<file path="src/rtl/dummy_interface.sv">
// Single-read lookup engine: fetch one word over an Avalon-MM style read port and add an offset.
// Optional read-response timeout is enabled by defining DUMMY_IF_TIMEOUT_EN.
module dummy_interface #(
  parameter int TIMEOUT_CYCLES = 256
) (
  input  logic        algorithm_clock,
  input  logic        algorithm_reset,
  input  logic        algorithm_start,
  input  logic        algorithm_enable,
  input  logic [31:0] base_address,
  input  logic [31:0] datab,
  output logic        mem_read_enable,
  output logic [31:0] mem_addr,
  input  logic        wait_request,
  input  logic        mem_read_ready,
  input  logic [31:0] mem_read_data,
  output logic [31:0] shortest_distance,
  output logic        ready
);

  typedef enum logic [1:0] {
    IDLE = 2'd0,
    REQ  = 2'd1,
    WAIT = 2'd2,
    DONE = 2'd3
  } state_e;

  state_e      state_q, state_d;
  logic [31:0] base_q, base_d;
  logic [31:0] datab_q, datab_d;
  logic        rd_en_q, rd_en_d;
  logic [31:0] dist_q, dist_d;
  logic        ready_q, ready_d;

  // algorithm_enable is reserved and intentionally has no effect.
  logic unused_enable_s;
  assign unused_enable_s = algorithm_enable;

`ifdef DUMMY_IF_TIMEOUT_EN
  logic [31:0] tmo_cnt_q, tmo_cnt_d;
  logic        timeout_s;

  // Count cycles spent with a read outstanding; cleared whenever idle or done.
  always_comb begin
    tmo_cnt_d = 32'd0;
    if ((state_q == REQ) || (state_q == WAIT)) begin
      tmo_cnt_d = tmo_cnt_q + 32'd1;
    end else begin
      tmo_cnt_d = 32'd0;
    end
  end

  assign timeout_s = (tmo_cnt_q == 32'(TIMEOUT_CYCLES - 1));

  // Timeout counter register.
  always_ff @(posedge algorithm_clock or negedge algorithm_reset) begin
    if (!algorithm_reset) begin
      tmo_cnt_q <= 32'd0;
    end else begin
      tmo_cnt_q <= tmo_cnt_d;
    end
  end
`else
  localparam int unused_timeout_cycles = TIMEOUT_CYCLES;
`endif

  // Next-state and registered-output logic.
  always_comb begin
    state_d = state_q;
    base_d  = base_q;
    datab_d = datab_q;
    rd_en_d = rd_en_q;
    dist_d  = dist_q;
    ready_d = 1'b0;
    case (state_q)
      IDLE: begin
        if (algorithm_start) begin
          base_d  = base_address;
          datab_d = datab;
          rd_en_d = 1'b1;
          state_d = REQ;
        end else begin
          rd_en_d = 1'b0;
        end
      end
      REQ: begin
`ifdef DUMMY_IF_TIMEOUT_EN
        if (timeout_s) begin
          rd_en_d = 1'b0;
          dist_d  = 32'hFFFF_FFFF;
          ready_d = 1'b1;
          state_d = DONE;
        end else
`endif
        if (!wait_request) begin
          rd_en_d = 1'b0;
          state_d = WAIT;
        end else begin
          rd_en_d = 1'b1;
        end
      end
      WAIT: begin
        if (mem_read_ready) begin
          dist_d  = mem_read_data + datab_q;
          ready_d = 1'b1;
          state_d = DONE;
        end
`ifdef DUMMY_IF_TIMEOUT_EN
        else if (timeout_s) begin
          dist_d  = 32'hFFFF_FFFF;
          ready_d = 1'b1;
          state_d = DONE;
        end
`endif
        else begin
          state_d = WAIT;
        end
      end
      DONE: begin
        state_d = IDLE;
      end
      default: begin
        rd_en_d = 1'b0;
        state_d = IDLE;
      end
    endcase
  end

  // State and output registers.
  always_ff @(posedge algorithm_clock or negedge algorithm_reset) begin
    if (!algorithm_reset) begin
      state_q <= IDLE;
      base_q  <= 32'd0;
      datab_q <= 32'd0;
      rd_en_q <= 1'b0;
      dist_q  <= 32'd0;
      ready_q <= 1'b0;
    end else begin
      state_q <= state_d;
      base_q  <= base_d;
      datab_q <= datab_d;
      rd_en_q <= rd_en_d;
      dist_q  <= dist_d;
      ready_q <= ready_d;
    end
  end

  assign mem_read_enable   = rd_en_q;
  assign mem_addr          = base_q;
  assign shortest_distance = dist_q;
  assign ready             = ready_q;

endmodule

</file>
<file path="config.mk">
export PLATFORM = sky130hd
export DESIGN_NAME = dummy_interface
export DESIGN_NICKNAME = d
export VERILOG_FILES = /design/src/rtl/dummy_interface.sv
export SDC_FILE = /design/constraint.sdc
export NUM_CORES = 1
export LEC_CHECK = 0
export ABC_AREA = 1
export CORE_MARGIN = 3
export CORE_UTILIZATION = 40
export DETAILED_ROUTE_END_ITERATION = 6
export PLACE_DENSITY = 0.65
export SLEW_MARGIN = 20
export SYNTH_ARGS = -nofsm -noshare
export SYNTH_HDL_FRONTEND = slang
export SYNTH_SLANG_ARGS = --single-unit
</file>
<file path="constraint.sdc">
create_clock -name algorithm_clock -period 2.2 [get_ports algorithm_clock]
set_input_delay 0.44 -clock algorithm_clock [delete_from_list [all_inputs] [get_ports algorithm_clock]]
set_output_delay 0.44 -clock algorithm_clock [all_outputs]
set_load 0.01 [all_outputs]
</file>
== After elaboration in Yosys (flattened, before gate mapping) ==
Index checks and enable logic that the tools add are counted.
Operators by class
  equality and inequality tests: 5
  div/mod/pow operators: 0
  add/subtract/negate cells: 1
  $lt $le $gt $ge: 0
  reductions and logical operators: 5
  bitwise operators: 0
  multiplexer cells: 9
  shifts and indexed selects: 0
  multipliers: 0
Operator list (count)
  $add A32 B32 Y32: 1
  $pmux W2 S4: 1
  $reduce_and A2 Y1: 3
  $mux W1: 5
  $eq A2 B2 Y1 const B: 2
  $mux W2: 2
  $ne A2 B2 Y1 const B: 2
  $eq A2 B1 Y1 const B: 1
  $logic_not A2 Y1: 1
  $pmux W1 S2: 1
  $reduce_bool A2 Y1: 1
Word-level totals
  latch bits: 0
  bits of input ports: 102
  word-level logic and storage cells: 26
  bits in writable memories: 0
  memories kept: 0
  register bits after elaboration: 100
  ROM bits: 0
  output and inout bits: 66

== Logic depth before layout (Yosys ltp) ==
Gate-level depths: netlist of run 1.
  word-level depth: 3
  mapped depth: 12
  depth with buffers taken out: 12

== Least setup slack after synthesis of run 1 ==
No wires, ideal clock.
  path kind: in2reg
  from: input port mem_read_data[0]
  to: register dist_q[16], in the netlist shortest_distance[16]
  required time: 2.083 ns
  slack: 0.320 ns
  buffers on the path: 0
  data arrival time: 1.763 ns
  setup time: 0.117 ns
  cell stages on the path: 11
  cell sequence: ha_1 fa_1 nand3_1 nand3_1 nand2_1 nand2_2 nand2_1 nand2_1 xor2_1 nand2_1 nand2_1
Between the ends
  cells in the longest elaborated chain, start to end: 1
Ends and longest elaborated chain
  from (decl): RTL line 16  | input logic [31:0] mem_read_data,
  $add A32 B32 Y32: RTL line 104  | dist_d = mem_read_data + datab_q;
  to (signal assigned): RTL line 143  | dist_q <= dist_d;
  to (decl): RTL line 32  | logic [31:0] dist_q, dist_d;
Every way passes these cells.
A chain may end at the register's enable or synchronous reset.

== Worst setup path in the final report of run 1 ==
  from: input port mem_read_data[2]
  to: register dist_q[21], in the netlist shortest_distance[21]
The elaborated chain is that of the path after synthesis.

==> results of run 1 <==
==> path summary, 6_finish.rpt <==
check                                         start                     to  cells after the start
hold / removal                      algorithm_reset           mem_addr[24]                      1
setup / recovery                   mem_read_data[2]  shortest_distance[21]                     11
setup reg to reg                         datab_q[2]  shortest_distance[21]                     10
hold reg to reg               shortest_distance[25]  shortest_distance[25]                      2
max in group asynchronous           algorithm_reset           mem_addr[19]                      2
min in group algorithm_clock  shortest_distance[25]  shortest_distance[25]                      2
==> sequential cells by signal, summed over array words and instances, names as in the netlist <==
signal and cells:
mem_addr 32, state_q 2, shortest_distance 32, datab_q 32, ready 1, mem_read_enable 1
==> layout make-up <==
cell class / count / area (um^2)
Clock buffer: 9 / 225.2
Clock inverter: 7 / 65.06
Fill cell: 1372 / 6047
Inverter: 113 / 424.2
Multi-Input combinational cell: 538 / 3118
Sequential cell: 100 / 2502
Tap cell: 184 / 230.2
Timing Repair Buffer: 218 / 2087
==> power by group <==
group          switching [mW]  internal (mW)
Sequential              0.475           2.76
Combinational            3.59           3.68
Clock                   0.786          0.796
Total                    4.85           7.24
==> cells by family after synthesis <==
logic type                 after synthesis  share of synthesized area
adders and majority gates               35                    0.07304
buffers and inverters                  126                    0.07961
DFF                                    100                     0.4103
AOI/OAI and AO/OA                       45                    0.03960
xor gates and xnor gates                15                    0.02154
and+or+nand+nor                        379                     0.2577
muxes                                   64                     0.1182
==> critical path, cell delays in order <==
cell,delay (ns)
sky130_fd_sc_hd__clkdlybuf4s50_1,0.42
sky130_fd_sc_hd__ha_1,0.39
sky130_fd_sc_hd__or2_1,0.25
sky130_fd_sc_hd__nand3_1,0.09
sky130_fd_sc_hd__nand2_1,0.09
sky130_fd_sc_hd__nand2_1,0.10
sky130_fd_sc_hd__nand2_1,0.16
sky130_fd_sc_hd__nand2_1,0.13
sky130_fd_sc_hd__nand3_1,0.08
sky130_fd_sc_hd__nand3_1,0.11
sky130_fd_sc_hd__nand2_1,0.05
==> per-layer routing <==
layer / GRT usage / vias up / part of all wire
li1: - / 2833 / -
met1: 0.2571 / 2366 / 0.46
met2: 0.2988 / 118 / 0.44
met3: 0.05936 / 21 / 0.072
met4: 0.07274 / 0 / 0.022
met5: 0 / - / 0
==> cells in the final DEF (no fill, tap or decap), types with 2 or more instances in the layout <==
master	instances
sky130_fd_sc_hd__nand2_1	265
sky130_fd_sc_hd__nor2_2	3
sky130_fd_sc_hd__nand4_1	3
sky130_fd_sc_hd__nand3_2	4
sky130_fd_sc_hd__xnor2_1	14
sky130_fd_sc_hd__ha_1	34
sky130_fd_sc_hd__clkdlybuf4s50_1	165
sky130_fd_sc_hd__buf_12	3
sky130_fd_sc_hd__inv_8	2
sky130_fd_sc_hd__buf_4	50
sky130_fd_sc_hd__dfrtp_1	100
sky130_fd_sc_hd__nor2_1	40
sky130_fd_sc_hd__clkinv_4	2
sky130_fd_sc_hd__o21bai_1	3
sky130_fd_sc_hd__nand2_2	13
sky130_fd_sc_hd__nor3_2	2
sky130_fd_sc_hd__inv_6	2
sky130_fd_sc_hd__a21oi_1	22
sky130_fd_sc_hd__o21ai_1	6
sky130_fd_sc_hd__nand3b_1	3
sky130_fd_sc_hd__nand3_1	42
sky130_fd_sc_hd__clkbuf_16	9
sky130_fd_sc_hd__o21ai_0	11
sky130_fd_sc_hd__mux2_2	64
sky130_fd_sc_hd__nor3_1	2
sky130_fd_sc_hd__inv_1	112
==> through the flow <==
step	power (mW)	setup WS (ns)	instances	util
2_1_floorplan	7.451	0.3202	764	-
3_3_place_gp	10.47	-0.2237	1153	0.5685
3_5_place_dp	10.57	-0.2413	1153	0.5685
4_1_cts	12.21	0.1335	1169	0.5883
5_1_grt	13.19	0.05970	1169	0.5886
6_report	12.09	0.1491	1169	0.5886
==> impl_metrics.json, run 1 <==
{
  "status": "finished clean",
  "number_of_global_route_vias_before_repair": 5300,
  "drt-pass1-iter-count": 4,
  "hold_viol_final": 0,
  "ir_worst_vdd_v": 0.0006830,
  "critical_path.max_fanout": 7,
  "fraction_of_layout_instances_using_a_drive_strength_above_1": 0.1594,
  "setup-tns-final_ns": 0,
  "final_design_area_no_fill_um2": 8652,
  "grt_util_all_layers": 0.1936,
  "finalSetupViolations": 0,
  "timing_max_transition_violations_final": 0,
  "clock_latency_ns": 0.36,
  "async_flop_share": 1.000,
  "synth_cells": 764,
  "finalCritPeriodShare": 0.9322,
  "drtIter0Drc": 251,
  "floorplan.initialDensity": 0.4149,
  "maximum_number_of_pins_on_one_net_before_global_route_repair": 47,
  "wl_per_cell_um": 13.27,
  "yosys-top-cells-area": "sky130_fd_sc_hd__dfrtp_1, sky130_fd_sc_hd__nand2_1, sky130_fd_sc_hd__mux2_2",
  "synth_edf_count": 0,
  "ctsLongestPathBuffers": 2,
  "num_antenna_cells": 0,
  "finalWeightedCongestion": 0.8782,
  "max_slew.worst_pin.slew_ns": 0.5706,
  "totalWireLength_mm": 15.51,
  "antenna_found_initial": 0,
  "clk_root_buffer_cell": "sky130_fd_sc_hd__clkbuf_16",
  "synth_top_area_share": 0.4103,
  "number_of_warning_messages_in_the_yosys_log": 0,
  "slew_headroom": 0.6196,
  "worst_hold_slack_ns": 0.06805,
  "yosys.cell_types.count": 30,
  "synth.most_common_cell": "sky130_fd_sc_hd__nand2_1",
  "dieWidth_um": 129.5,
  "synth.avg_cell_area_um2": 7.982,
  "crit_required_ns": 2.45,
  "rsz_0062_raised_after_global_routing": "false",
  "core-area_um2": 14700,
  "detailed_place.area_um2": 8357,
  "cts_hold_repair.buffers": 0,
  "die_area_um2": 16760,
  "final_antenna_net_count": 0,
  "avgViaCountPerCell": 4.566,
  "netlist.top_cell.by_area": "sky130_fd_sc_hd__dfrtp_1",
  "remaining_routing_drc_violations": 0,
  "numPortBuffers": 166,
  "grt_first_pass_wirelength_mm": 25.40,
  "cts_post_setup_buffers_inserted": 0,
  "post_synth_most_frequent_cells": "sky130_fd_sc_hd__nand2_1, sky130_fd_sc_hd__inv_1, sky130_fd_sc_hd__dfrtp_1, sky130_fd_sc_hd__mux2_2, sky130_fd_sc_hd__nand3_1",
  "timing.critical_path.from_type": "input port",
  "synth_fp_nets": 901,
  "chip_height_um": 129.5,
  "power_per_cell_area_nw_per_um2": 1398,
  "tritoncts.num_buffers": 9,
  "pin_count": 168,
  "globalRoute.totalOverflow": 0,
  "clock_skew_ns": 0.009045,
  "netlist_area_um2": 6098,
  "power_leakage_nw": 4.416,
  "finalCriticalPeriod_ns": 2.051,
  "vias": 5338,
  "reg2reg_setup_slack_ns": 0.29,
  "hold_path.class": "input port to async pin",
  "count_of_instances_resized_after_the_clock_tree_is_built": 0,
  "max_cap_viol_count": 0,
  "tritoncts": "done",
  "main_synth_ff_type": "sky130_fd_sc_hd__dfrtp_1",
  "worst_setup_hold_path_clk_slew_ns": 0.08,
  "synth_seq_area_share": 0.4103,
  "path_class": "input port to flip-flop",
  "nNetsFinal": 1117,
  "ffs_latches_synth": 100,
  "achievable-frequency_mhz": 487.6,
  "dp_hpwl_mm": 12.48,
  "cts.sinks": 100,
  "row_cnt": 44,
  "critPathArrivalTime_ns": 2.31,
  "synthToLayoutAreaGrowth_pct": 41.88,
  "endpoint_kind": "flip-flop",
  "htreeDepth": 3
}
Power figures use the tool's default switching activity.
==> inputs of run 2 (changes only) <==
--- a/config.mk
+++ b/config.mk
@@ -6,10 +6,12 @@
 export NUM_CORES = 1
 export LEC_CHECK = 0
 export ABC_AREA = 1
-export CORE_MARGIN = 3
-export CORE_UTILIZATION = 40
+export CELL_PAD_IN_SITES_DETAIL_PLACEMENT = 0
+export CELL_PAD_IN_SITES_GLOBAL_PLACEMENT = 2
+export CORE_MARGIN = 2
+export CORE_UTILIZATION = 28
 export DETAILED_ROUTE_END_ITERATION = 6
-export PLACE_DENSITY = 0.65
+export PLACE_DENSITY = 0.79
 export SLEW_MARGIN = 20
 export SYNTH_ARGS = -nofsm -noshare
 export SYNTH_HDL_FRONTEND = slang
==> impl_metrics.json, run 2 (same netlist as run 1, synthesis figures left out) <==
{
  "status": "finished clean",
  "antenna_found_initial": 0,
  "clock_latency_ns": 0.36,
  "num_antenna_cells": 0,
  "r2r_start": "datab_q[0]",
  "totalWireLength_mm": 17.16,
  "reg2reg_setup_slack_ns": 0.26,
  "hold_viol_final": 0,
  "htreeDepth": 3,
  "nNetsFinal": 1128,
  "crit-reg2reg-capture": "shortest_distance[30]",
  "wl_per_cell_um": 13.50,
  "max_slew.worst_pin.slew_ns": 0.4707,
  "rsz_0062_raised_after_global_routing": "false",
  "power_per_cell_area_nw_per_um2": 1395,
  "timing.critical_path.from_type": "input port",
  "timing_max_transition_violations_final": 0,
  "critPathArrivalTime_ns": 2.31,
  "hold_path.class": "input port to async pin",
  "dpl_worst_slack_ns": -0.3380,
  "achievable-frequency_mhz": 485.5,
  "drt-pass1-iter-count": 4,
  "count_of_instances_resized_after_the_clock_tree_is_built": 0,
  "cts_hold_repair.buffers": 0,
  "remaining_routing_drc_violations": 0,
  "finalCritPeriodShare": 0.9363,
  "number_of_global_route_vias_before_repair": 5310,
  "crit_required_ns": 2.45,
  "worst_setup_hold_path_clk_slew_ns": 0.08,
  "worst-r2r-cell-count": 11,
  "numPortBuffers": 166,
  "avgViaCountPerCell": 4.247,
  "synthToLayoutAreaGrowth_pct": 46.08,
  "grt_first_pass_wirelength_mm": 26.92,
  "pin_count": 168,
  "dieWidth_um": 151.6,
  "endpoint_kind": "flip-flop",
  "setup.worst_path.end": "shortest_distance[30]",
  "finalCriticalPeriod_ns": 2.060,
  "cts_post_setup_buffers_inserted": 0,
  "chip_height_um": 151.6,
  "vias": 5398,
  "critical_path.max_fanout": 4,
  "core-area_um2": 21220,
  "tritoncts": "done",
  "worst_path_max_delay_cell": "sky130_fd_sc_hd__fa_1",
  "final_antenna_net_count": 0,
  "maximum_number_of_pins_on_one_net_before_global_route_repair": 39,
  "ctsLongestPathBuffers": 2,
  "startpoint": "mem_read_data[0]",
  "drtIter0Drc": 194,
  "power_leakage_nw": 4.486,
  "dp_hpwl_mm": 13.84,
  "clock_skew_ns": 0.009073,
  "critical-path-top-cell-by-count": "sky130_fd_sc_hd__nand2_1",
  "worst_path_dominant_cell_family": "simple AND/OR/NAND/NOR gates",
  "clk_root_buffer_cell": "sky130_fd_sc_hd__clkbuf_16",
  "path_class": "input port to flip-flop",
  "path_depth": 12,
  "slew_headroom": 0.6862,
  "count_of_buffering_cells_on_the_critical_path_with_inverters_included": 2,
  "globalRoute.totalOverflow": 0,
  "fin_ws_ns": 0.1402,
  "cts.sinks": 100,
  "ir_worst_vdd_v": 0.0005239,
  "max_stage_delay_ns": 0.41,
  "mostFrequentLayoutCells": "sky130_fd_sc_hd__nand2_1, sky130_fd_sc_hd__clkdlybuf4s50_1, sky130_fd_sc_hd__inv_1",
  "grt_util_all_layers": 0.1516,
  "floorplan.initialDensity": 0.2874,
  "finalWeightedCongestion": 0.7864,
  "critical_path.cell_chain": "clkdlybuf4s50_1 -> ha_1 -> fa_1 -> buf_4 -> nand2_1 -> nand3_2 -> nand2_1 -> nand2_2 -> nand2_1 -> nand3_1 -> nand3_1 -> nand2_1",
  "row_cnt": 53,
  "layout_commonest_cell": "sky130_fd_sc_hd__nand2_1",
  "max_cap_viol_count": 0,
  "die_area_um2": 22980,
  "finalSetupViolations": 0,
  "fraction_of_layout_instances_using_a_drive_strength_above_1": 0.1717,
  "tritoncts.num_buffers": 9,
  "utilization": 0.4198
}
run 2: cell types whose count changed in the layout (fill, tap and decap cells not counted), sizes merged:
cell	change
inv	-1
clkinv	+1
buf	+11
run 2: per-layer routing:
metal / share of wire / vias up / track usage
met2: 0.45 / 121 / 0.2452
met1: 0.47 / 2419 / 0.1983
met3: 0.073 / 9 / 0.04880
li1: - / 2849 / -
met4: 0.0097 / 0 / 0.03333
met5: 0 / - / 0
run 2: power breakdown:
group	internal, mW	switching (mW)
clock	0.812	0.851
combinational	3.84	3.68
sequential	2.76	0.481
total	7.41	5.01
run 2: cell type report:
class | count | area, um^2
fill | 2240 | 12310
inverter | 113 | 424.2
timing repair buffer | 229 | 2195
clock buffer | 9 | 225.2
clock inverter | 7 | 80.08
tap | 275 | 344.1
multi-input combinational | 538 | 3138
sequential | 100 | 2502
run 2: through the flow:
| stage | total power, mW | hold slack (ns) | instances | setup TNS [ns] | instance area, um^2 |
|---|---|---|---|---|---|
| 3_5_place_dp | 10.89 | 0.4304 | 1255 | -4.409 | 8578 |
| 2_1_floorplan | 7.451 | 0.1444 | 764 | 0 | 6098 |
| 6_report | 12.42 | 0.02333 | 1271 | 0 | 8909 |
| 3_3_place_gp | 10.86 | 0.4329 | 1255 | -4.196 | 8578 |
| 5_1_grt | 13.60 | 0.04883 | 1271 | 0 | 8909 |
| 4_1_cts | 12.66 | 0.03409 | 1271 | 0 | 8884 |
run 2: worst min path at each step:
stage                         to  cells past startpoint
floorplan             datab_q[0]                      0
global placement    mem_addr[28]                      1
detailed placement  mem_addr[28]                      1
CTS                 mem_addr[28]                      1
global route        mem_addr[28]                      1
finish              mem_addr[28]                      1
run 2: worst register-to-register path, delay by kind of cell, from the launching register on:
kind	cells	cell delay (ns)
AND/OR/NAND/NOR	8	0.66
adder cells (fa/ha/maj)	2	0.63
flip-flops	1	0.38
buffers and inverters	1	0.17
